$ cat src/rtl/ddr_port_arbiter_pkg.sv
// Shared types for the DDR port arbiter: FSM states, timeout fill value and
// the request snapshot taken when a requester is granted.
package ddr_arb_pkg;

    localparam int ADDR_W_C = 32;
    localparam int DATA_W_C = 32;

    localparam logic [DATA_W_C-1:0] DEADBEEF_C = 32'hDEAD_BEEF;

    typedef enum logic [1:0] {
        ST_IDLE  = 2'd0,
        ST_ISSUE = 2'd1,
        ST_WAIT  = 2'd2,
        ST_DONE  = 2'd3
    } arb_state_e;

    typedef struct packed {
        logic [ADDR_W_C-1:0]   addr;
        logic [DATA_W_C-1:0]   wdata;
        logic [DATA_W_C/8-1:0] wstrb;
        logic                  id;
    } arb_req_t;

endpackage

$ cat src/rtl/ddr_port_arbiter_if.sv
// PicoRV32-native style memory port. The requester drives the master side,
// the arbiter consumes the slave side.
interface ddr_port_arbiter_if #(
    parameter int ADDR_W = 32,
    parameter int DATA_W = 32
);
    logic                valid;
    logic [ADDR_W-1:0]   addr;
    logic [DATA_W-1:0]   wdata;
    logic [DATA_W/8-1:0] wstrb;
    logic                ready;
    logic [DATA_W-1:0]   rdata;

    modport master (output valid, addr, wdata, wstrb, input  ready, rdata);
    modport slave  (input  valid, addr, wdata, wstrb, output ready, rdata);
endinterface

$ cat src/rtl/ddr_port_arbiter_rr.sv
// Two-way round-robin picker: on a tie the port not granted last wins.
module ddr_arb_rr (
    input  logic valid0_i,
    input  logic valid1_i,
    input  logic rr_last_i,
    output logic any_o,
    output logic grant_o
);

    // Pick the single requester, or alternate away from rr_last on a tie.
    always_comb begin
        any_o = valid0_i | valid1_i;
        if (valid0_i && valid1_i) begin
            grant_o = ~rr_last_i;
        end else begin
            grant_o = valid1_i;
        end
    end

endmodule

$ cat src/rtl/ddr_port_arbiter.sv
// Serialises two requesters onto the single DDR model port, one transaction
// at a time, with a response watchdog so nobody hangs on a missing reply.
//
//   state    | meaning
//   ---------+-------------------------------------------------------------
//   IDLE     | no transaction; arbitrate and snapshot the winner's request
//   ISSUE    | one-cycle DDR strobe; watchdog cleared
//   WAIT     | waiting for the matching DDR response or watchdog expiry
//   DONE     | one-cycle ready pulse to the owner; round-robin pointer moves
module ddr_port_arbiter
    import ddr_arb_pkg::*;
#(
    parameter int ADDR_W  = ADDR_W_C,
    parameter int DATA_W  = DATA_W_C,
    parameter int TIMEOUT = 255
) (
    input  logic                clk,
    input  logic                resetn,
    ddr_port_arbiter_if.slave   m0,
    ddr_port_arbiter_if.slave   m1,
    output logic                ddr_rd_req,
    output logic                ddr_wr_req,
    output logic [ADDR_W-1:0]   ddr_addr,
    output logic [DATA_W-1:0]   ddr_wr_data,
    output logic [DATA_W/8-1:0] ddr_wr_strb,
    input  logic                ddr_rd_valid,
    input  logic [DATA_W-1:0]   ddr_rd_data,
    input  logic                ddr_wr_ack,
    output logic                grant_id,
    output logic                busy,
    output logic                timeout_err
);

    localparam logic [15:0] TMO_C = 16'(TIMEOUT);

    arb_state_e        state_q, state_d;
    arb_req_t          req_q, req_d;
    logic [15:0]       cnt_q, cnt_d;
    logic [DATA_W-1:0] rdata_q, rdata_d;
    logic              rr_last_q, rr_last_d;
    logic              terr_q, terr_d;

    logic rr_any, rr_grant;
    logic is_read, rsp_match;

    ddr_arb_rr u_rr (
        .valid0_i  (m0.valid),
        .valid1_i  (m1.valid),
        .rr_last_i (rr_last_q),
        .any_o     (rr_any),
        .grant_o   (rr_grant)
    );

    assign is_read   = (req_q.wstrb == '0);
    assign rsp_match = is_read ? ddr_rd_valid : ddr_wr_ack;

    // State and datapath registers; rr_last resets to 1 so port 0 wins the first tie.
    always_ff @(posedge clk or negedge resetn) begin
        if (!resetn) begin
            state_q   <= ST_IDLE;
            req_q     <= '0;
            cnt_q     <= '0;
            rdata_q   <= '0;
            rr_last_q <= 1'b1;
            terr_q    <= 1'b0;
        end else begin
            state_q   <= state_d;
            req_q     <= req_d;
            cnt_q     <= cnt_d;
            rdata_q   <= rdata_d;
            rr_last_q <= rr_last_d;
            terr_q    <= terr_d;
        end
    end

    // Next-state logic; responses outside ISSUE/WAIT are ignored by construction.
    always_comb begin
        state_d   = state_q;
        req_d     = req_q;
        cnt_d     = cnt_q;
        rdata_d   = rdata_q;
        rr_last_d = rr_last_q;
        terr_d    = terr_q;
        case (state_q)
            ST_IDLE: begin
                if (rr_any) begin
                    req_d.addr  = rr_grant ? m1.addr  : m0.addr;
                    req_d.wdata = rr_grant ? m1.wdata : m0.wdata;
                    req_d.wstrb = rr_grant ? m1.wstrb : m0.wstrb;
                    req_d.id    = rr_grant;
                    state_d     = ST_ISSUE;
                end
            end
            ST_ISSUE: begin
                cnt_d = '0;
                if (rsp_match) begin
                    if (is_read) rdata_d = ddr_rd_data;
                    state_d = ST_DONE;
                end else begin
                    state_d = ST_WAIT;
                end
            end
            ST_WAIT: begin
                if (rsp_match) begin
                    if (is_read) rdata_d = ddr_rd_data;
                    state_d = ST_DONE;
                end else if (cnt_q == TMO_C) begin
                    rdata_d = DEADBEEF_C;
                    terr_d  = 1'b1;
                    state_d = ST_DONE;
                end else begin
                    cnt_d = cnt_q + 16'd1;
                end
            end
            ST_DONE: begin
                rr_last_d = req_q.id;
                state_d   = ST_IDLE;
            end
            default: state_d = ST_IDLE;
        endcase
    end

    // Outputs decoded from state and the latched request.
    always_comb begin
        ddr_rd_req  = (state_q == ST_ISSUE) &&  is_read;
        ddr_wr_req  = (state_q == ST_ISSUE) && !is_read;
        ddr_addr    = req_q.addr;
        ddr_wr_data = req_q.wdata;
        ddr_wr_strb = req_q.wstrb;
        m0.ready    = (state_q == ST_DONE) && !req_q.id;
        m1.ready    = (state_q == ST_DONE) &&  req_q.id;
        m0.rdata    = rdata_q;
        m1.rdata    = rdata_q;
        grant_id    = req_q.id;
        busy        = (state_q != ST_IDLE);
        timeout_err = terr_q;
    end

endmodule

$ cat src/flat_wrapper.sv
// flat-port wrapper written by rule: the top's interface ports become plain ports
module ddr_port_arbiter_flat import ddr_arb_pkg::*;
#(
    parameter int ADDR_W  = ADDR_W_C,
    parameter int DATA_W  = DATA_W_C,
    parameter int TIMEOUT = 255
)
  (clk, resetn, ddr_rd_req, ddr_wr_req, ddr_addr, ddr_wr_data, ddr_wr_strb, ddr_rd_valid, ddr_rd_data, ddr_wr_ack, grant_id, busy, timeout_err, m0_valid, m0_addr, m0_wdata, m0_wstrb, m0_ready, m0_rdata, m1_valid, m1_addr, m1_wdata, m1_wstrb, m1_ready, m1_rdata);
  ddr_port_arbiter_if #(.ADDR_W(ADDR_W), .DATA_W(DATA_W)) m0_i ();
  ddr_port_arbiter_if #(.ADDR_W(ADDR_W), .DATA_W(DATA_W)) m1_i ();
  input  logic clk;
  input  logic resetn;
  output logic ddr_rd_req;
  output logic ddr_wr_req;
  output logic [ADDR_W-1:0] ddr_addr;
  output logic [DATA_W-1:0] ddr_wr_data;
  output logic [DATA_W/8-1:0] ddr_wr_strb;
  input  logic ddr_rd_valid;
  input  logic [DATA_W-1:0] ddr_rd_data;
  input  logic ddr_wr_ack;
  output logic grant_id;
  output logic busy;
  output logic timeout_err;
  input wire logic [$bits(m0_i.valid)-1:0] m0_valid;
  input wire logic [$bits(m0_i.addr)-1:0] m0_addr;
  input wire logic [$bits(m0_i.wdata)-1:0] m0_wdata;
  input wire logic [$bits(m0_i.wstrb)-1:0] m0_wstrb;
  output wire logic [$bits(m0_i.ready)-1:0] m0_ready;
  output wire logic [$bits(m0_i.rdata)-1:0] m0_rdata;
  input wire logic [$bits(m1_i.valid)-1:0] m1_valid;
  input wire logic [$bits(m1_i.addr)-1:0] m1_addr;
  input wire logic [$bits(m1_i.wdata)-1:0] m1_wdata;
  input wire logic [$bits(m1_i.wstrb)-1:0] m1_wstrb;
  output wire logic [$bits(m1_i.ready)-1:0] m1_ready;
  output wire logic [$bits(m1_i.rdata)-1:0] m1_rdata;
  assign m0_i.valid = m0_valid;
  assign m0_i.addr = m0_addr;
  assign m0_i.wdata = m0_wdata;
  assign m0_i.wstrb = m0_wstrb;
  assign m0_ready = m0_i.ready;
  assign m0_rdata = m0_i.rdata;
  assign m1_i.valid = m1_valid;
  assign m1_i.addr = m1_addr;
  assign m1_i.wdata = m1_wdata;
  assign m1_i.wstrb = m1_wstrb;
  assign m1_ready = m1_i.ready;
  assign m1_rdata = m1_i.rdata;
  ddr_port_arbiter #(.ADDR_W(ADDR_W), .DATA_W(DATA_W), .TIMEOUT(TIMEOUT)) u_core (.clk(clk), .resetn(resetn), .m0(m0_i), .m1(m1_i), .ddr_rd_req(ddr_rd_req), .ddr_wr_req(ddr_wr_req), .ddr_addr(ddr_addr), .ddr_wr_data(ddr_wr_data), .ddr_wr_strb(ddr_wr_strb), .ddr_rd_valid(ddr_rd_valid), .ddr_rd_data(ddr_rd_data), .ddr_wr_ack(ddr_wr_ack), .grant_id(grant_id), .busy(busy), .timeout_err(timeout_err));
endmodule
$ cat config.mk
export PLATFORM = sky130hd
export DESIGN_NAME = ddr_port_arbiter_flat
export DESIGN_NICKNAME = d
export VERILOG_FILES = /design/src/rtl/ddr_port_arbiter_pkg.sv /design/src/rtl/ddr_port_arbiter_if.sv /design/src/rtl/ddr_port_arbiter_rr.sv /design/src/rtl/ddr_port_arbiter.sv /design/src/flat_wrapper.sv
export SDC_FILE = /design/constraint.sdc
export NUM_CORES = 1
export LEC_CHECK = 0
export BUFFER_PORTS_ARGS = -buffer_cell sky130_fd_sc_hd__buf_2
export CAP_MARGIN = 20
export CORE_AREA = 2 2 121 123
export DETAILED_ROUTE_END_ITERATION = 10
export DIE_AREA = 0 0 123 125
export PLACE_DENSITY_LB_ADDON = 0.12
export SETUP_SLACK_MARGIN = 0.05
export SYNTH_ARGS = -nofsm -noshare
export SYNTH_HDL_FRONTEND = slang
export SYNTH_SLANG_ARGS = --single-unit
$ cat constraint.sdc
create_clock -name clk -period 2.7 [get_ports clk]
set_clock_uncertainty 0.2 [all_clocks]
set_input_delay 0.135 -clock clk [delete_from_list [all_inputs] [get_ports clk]]
set_output_delay 0.135 -clock clk [all_outputs]
set_load 0.05 [all_outputs]
-- Word level (Yosys, flattened, before mapping)
Cells that the tools add are included.
- output and inout port bits: 139
- input port bits: 174
- word-level logic and storage cells: 56
- bits in registers: 121
- reductions and logical operators: 16
- bitwise gates (word level): 3
- add/sub/neg operators: 1
- eq/ne operators: 9
- mux-type cells: 18
- operator list (cell ; number):
    2-to-1 mux 32 bit ; 6
    case mux 32 bit (2 select lines) ; 1
    2-to-1 mux 16 bit ; 2
    case mux 16 bit (2 select lines) ; 1
    adder 16 x 1 -> 16 bit (second input constant) ; 1
    == test 16 x 8 -> 1 bit (second input constant) ; 1
    AND reduction 3 bit ; 3
    case mux 2 bit (4 select lines) ; 1
    2-to-1 mux 2 bit ; 3
    logical AND 1 bit ; 5
    == test 2 bit (second input constant) ; 2
    zero test 4 bit ; 1
    2-to-1 mux 4 bit ; 1
    != test 2 x 1 -> 1 bit (second input constant) ; 2
    != test 2 bit (second input constant) ; 2
    AND reduction 2 bit ; 2
    nonzero test 2 bit ; 2
    2-to-1 mux 1 bit ; 3
    != test 3 x 1 -> 1 bit (second input constant) ; 1
    == test 2 x 1 -> 1 bit (second input constant) ; 1
    zero test 1 bit ; 2
    zero test 2 bit ; 1
    inverter 1 bit ; 2
    bitwise OR 1 bit ; 1

-- Logic depth before layout (Yosys ltp)
- depth in word-level cells: 4
- depth in mapped cells: 8
- gate-level depth less buffers: 7

-- Cells and area by module
Synthesis repeated with hierarchy kept, for this count alone.
- cells, all modules: 604
- area, all modules: 5918.2 um^2
- by module, submodules not included (module ; times used ; area each (um^2) ; sequential area each (um^2) ; cells each):
    ddr_port_arbiter ; 1 ; 5904.4 ; 3029.2 ; 602
    ddr_arb_rr ; 1 ; 13.8 ; 0.0 ; 2

-- Worst setup path after synthesis
Ideal clock, no wire load.
- path kind: reg-to-reg
- start: register u_core.req_q (netlist bit u_core.ddr_wr_strb[1])
- end: register u_core.cnt_q[14]
- setup slack: 0.133 ns
- setup time: 0.087 ns
- stages on the path, launching flop included: 7
- period minus slack after synthesis: 2.567 ns
- arrival: 2.280 ns
- required time: 2.413 ns
- buffers on the path: 1
- cells stage by stage: dfrtp_1 -> nor4_4 -> mux2i_1 -> clkbuf_1 -> nand2_1 -> or4_1 -> o211ai_1
- cells in the longest elaborated chain, start to end: 4
- RTL lines (item ; RTL line ; text):
    start, declared ; ddr_port_arbiter.sv:37 ; arb_req_t req_q, req_d;
    start signal, assigned ; ddr_port_arbiter.sv:68 ; req_q <= req_d;
    zero test 4 bit ; ddr_port_arbiter.sv:54 ; assign is_read = (req_q.wstrb == '0);
    2-to-1 mux 1 bit ; ddr_port_arbiter.sv:55 ; assign rsp_match = is_read ? ddr_rd_valid : ddr_wr_ack;
    != test 2 bit (no source line) ; - ;
    AND reduction 3 bit (no source line) ; - ;
    end signal, assigned ; ddr_port_arbiter.sv:69 ; cnt_q <= cnt_d;
    end, declared ; ddr_port_arbiter.sv:38 ; logic [15:0] cnt_q, cnt_d;
No other way between the ends.
A chain may end at the register's enable or synchronous reset.

-- Worst setup path after layout
- start: register u_core.state_q[0]
- end: register u_core.rdata_q[5] (netlist: u_core.m0.rdata[5])
- cells in the longest elaborated chain, start to end: 3
- elaborated cells between the ends (all ways): 7
- classes of those cells: eq/ne (4); mux (1); reduce/logical (2)
- RTL lines (item ; RTL line ; text):
    start, declared ; ddr_port_arbiter.sv:36 ; arb_state_e state_q, state_d;
    start signal, assigned ; ddr_port_arbiter.sv:67 ; state_q <= state_d;
    == test 2 bit / == test 2 x 1 -> 1 bit (equally long branches) ; ddr_port_arbiter.sv:84 ; case (state_q)
    != test 3 x 1 -> 1 bit (no source line), or another cell as far along ; - ;
    AND reduction 3 bit (no source line) ; - ;
    end signal, assigned ; ddr_port_arbiter.sv:70 ; rdata_q <= rdata_d;
    end, declared ; ddr_port_arbiter.sv:39 ; logic [DATA_W-1:0] rdata_q, rdata_d;
Several ways; a longest one is shown, not always the timed one.

==> results.py <==
metrics = {
    "sta": {
        "tns_ns": 0,
        "tightest_slew_ns": 0.987,
        "setup_viol": 0,
        "hold_viol_final": 0,
        "timing.final.max_slew_violations": 0,
        "whs_ns": 0.0452,
        "period_needed_ns": 2.49,
        "max_freq_mhz": 402,
        "timing.final.crit_share_pct": 92.1,
        "maxSlewHeadroom_pct": 34.0,
        "rsz0062_at_grt": "no",
        "worst_slack_ns": 0.214,
    },
    "global_routing": {
        "overflow": 0,
        "grt_max_degree": 70,
        "grt_first_pass_wirelength_um": 30600,
        "antenna_found_initial": 4,
        "grtUsageTotal_pct": 25.6,
        "grt_pass1_vias": 6388,
    },
    "die": {
        "io_pins": 313,
        "num_rows": 44,
        "start_util_pct": 41.3,
        "die_area_sq_um": 15400,
        "core_area_sq_um": 14200,
        "die_h_um": 125,
        "die_x_um": 123,
    },
    "route": {
        "routed_wl_um": 19600,
        "dr.pass1.iters": 4,
        "drt-wirelength-per-cell_um": 16.4,
        "ant_nets": 0,
        "drt-vias-per-instance": 5.07,
        "drt_iter0_drc": 344,
        "route.vias.total": 6066,
        "drc": 0,
    },
    "final_layout": {
        "area_growth_pct": 65.8,
        "layout_common_cells": "buf_2 (311), dlygate4sd3_1 (169), dfrtp_1 (120), nand2_1 (77), mux2i_1 (71)",
        "seqCellArea_sq_um": 3030,
        "utilization_pct": 68.5,
        "fillers": 1029,
        "nNetsFinal": 1175,
        "layout_commonest_cell": "buf_2",
        "multi_input_comb_area_sq_um": 2430,
        "drive_above_1_share_pct": 36.6,
    },
    "synth": {
        "synth_area_per_cell_sq_um": 10.6,
        "synth_compound_area_share_pct": 16.0,
        "synth_seq_area_share_pct": 51.6,
        "netlist.area_leader.share_pct": 51.2,
        "synth_fa_ha_area_share_pct": 1.07,
        "synth-edff-count": 0,
        "synth_flop_cell": "dfrtp_1",
        "yosys.area_share.simple_pct": 11.2,
        "syn-instance-count": 552,
        "ys_ff_latch": 121,
        "ys_async_sr_fraction_pct": 100,
        "yosysTopAreaCell": "dfrtp_1",
        "ys_warn_count": 0,
        "synth_top_family_by_area": "compound AO/OA/AOI/OAI gates",
        "synthesis.area_sq_um": 5870,
        "synth.distinct_cells": 50,
        "synth_fp_nets": 731,
        "synthTopCellsByArea": "dfrtp_1 (51%), mux2i_1 (12%), o21ai_0 (6.1%)",
        "synth.area.mux_share_pct": 12.7,
        "synth-xor-area-share_pct": 0,
    },
    "placed_design": {
        "io_buffers": 312,
        "place_congestion": 0.874,
        "place_hpwl_um": 12300,
        "dp_slack_ns": 0.234,
    },
    "run_status": {
        "status": "finished, final reports clean",
    },
    "setup_path": {
        "arrival_ns": 2.63,
        "crit_type": "reg2reg",
        "rrSetupSlack_ns": 0.21,
        "timing.rr.start": "u_core.state_q[0]",
        "crit_fanout": 24,
        "end_kind": "register",
        "crit_path_start_kind": "register",
        "worstReg2RegEnd": "u_core.m0.rdata[5]",
        "critPathRequiredTime_ns": 2.84,
        "r2r.worst_path.cells": 7,
    },
    "power": {
        "ir_drop_v": 0.000683,
        "p_per_area_nw_per_um2": 1260,
        "p_leak_nw": 4.82,
        "power.total_mw": 12.2,
    },
    "clock_network": {
        "htree_levels": 4,
        "clk_latency_ns": 0.41,
        "cts_inserted_buffers": 17,
        "clk_path_buf_depth": 2,
        "cts-root-buf": "clkbuf_16",
        "clkTransAtPathRegs_ns": 0.05,
        "cts_resized": 0,
        "cts_tree": "done",
        "clkSinkCount": 121,
    },
    "worst_hold_path": {
        "hold_end": "u_core.state_q[0]",
        "min_from": "ddr_wr_ack",
        "hp-class": "in2reg",
        "hold_path_depth": 4,
    },
    "flow_run": {
        "max_cap_viol_count": 0,
    },
}
==> synth_stat cells (6+ instances only) <==
cell type and number:
o311ai_0 6, o22a_1 24, nand3_1 13, mux2i_1 71
inv_1 9, a22o_1 9, nor2b_1 6, nand2b_1 8
nor2_1 6, dfrtp_1 120, nand4_1 6, buf_4 34
clkbuf_1 24, nand2_1 77, o21ai_0 71
==> report_power, final <==
| group | internal, mW | leakage [nW] | switching [mW] |
|---|---|---|---|
| Combinational | 1.87 | 3.04 | 4.97 |
| Clock | 1.57 | 0.303 | 0.786 |
| Sequential | 2.56 | 1.47 | 0.479 |
==> how the worst max path moves through the flow <==
stage	cells past startpoint	slack [ns]	from	endpoint
2_1_floorplan	6	0.13	u_core.ddr_wr_strb[1]	u_core.cnt_q[14]
3_3_place_gp	5	0.32	u_core.ddr_wr_strb[1]	u_core.m0.rdata[9]
3_5_place_dp	7	0.23	u_core.state_q[0]	u_core.m0.rdata[5]
4_1_cts	5	0.22	u_core.ddr_wr_strb[1]	u_core.m0.rdata[5]
5_1_grt	5	0.06	u_core.ddr_wr_strb[1]	u_core.m0.rdata[26]
6_report	7	0.21	u_core.state_q[0]	u_core.m0.rdata[5]
==> per-stage QoR <==
stage,area [sq um],instances
final,9730,1197
after global routing,9730,1197
after CTS,9720,1193
after detailed placement,7410,992
after global placement,7410,992
after floorplan,5870,552
==> final cells by class <==
cell class / count / share of cell area [%]
antenna: 4 / 0.103
clock buffer: 25 / 5.19
clock inverter: 7 / 1.16
inverter: 9 / 0.347
multi-input combinational: 354 / 25.0
sequential: 121 / 31.1
tap: 184 / 2.37
timing repair buffer: 493 / 34.8
==> cells by family (layout without fill, tap and decap cells) <==
logic type / count (synthesis) / after routing
flip-flops: 121 / 121
AO/OA/AOI/OAI: 139 / 139
buffers and inverters: 77 / 534
multiplexers: 74 / 74
adder cells (fa/ha/maj): 5 / 5
other: 0 / 4
AND/OR/NAND/NOR: 136 / 136
==> critical path: stages (launching register included) <==
cell      delay (ns)
dfrtp_1         0.41
inv_1           0.11
ha_1            0.41
nor2b_1         0.18
o21bai_1        0.08
a21bo_2         0.26
a21oi_4         0.52
o22a_1          0.23
==> timing repair <==
item,CTS,global route
hold buffers,169,0
endpoints found under the hold margin,150,0
setup endpoints to repair,0,0
setup buffers,0,0
==> metal layers <==
| metal | GRT usage [%] | wire length (um) | up-vias |
|---|---|---|---|
| met3 | 8.26 | 1420 | 67 |
| li1 | - | - | 2843 |
| met2 | 44.1 | 10100 | 271 |
| met4 | 15.0 | 921 | 0 |
| met5 | 0 | 0 | - |
| met1 | 26.9 | 7190 | 2885 |
==> registers in the layout, summed over array words and instances (netlist names) <==
register / count
u_core.cnt_q: 16
u_core.ddr_addr: 32
u_core.rr_last_q: 1
u_core.ddr_wr_data: 32
u_core.m0.rdata: 32
u_core.timeout_err: 1
u_core.ddr_wr_strb: 4
u_core.state_q: 2
u_core.grant_id: 1
Power figures use the tool's default switching activity.
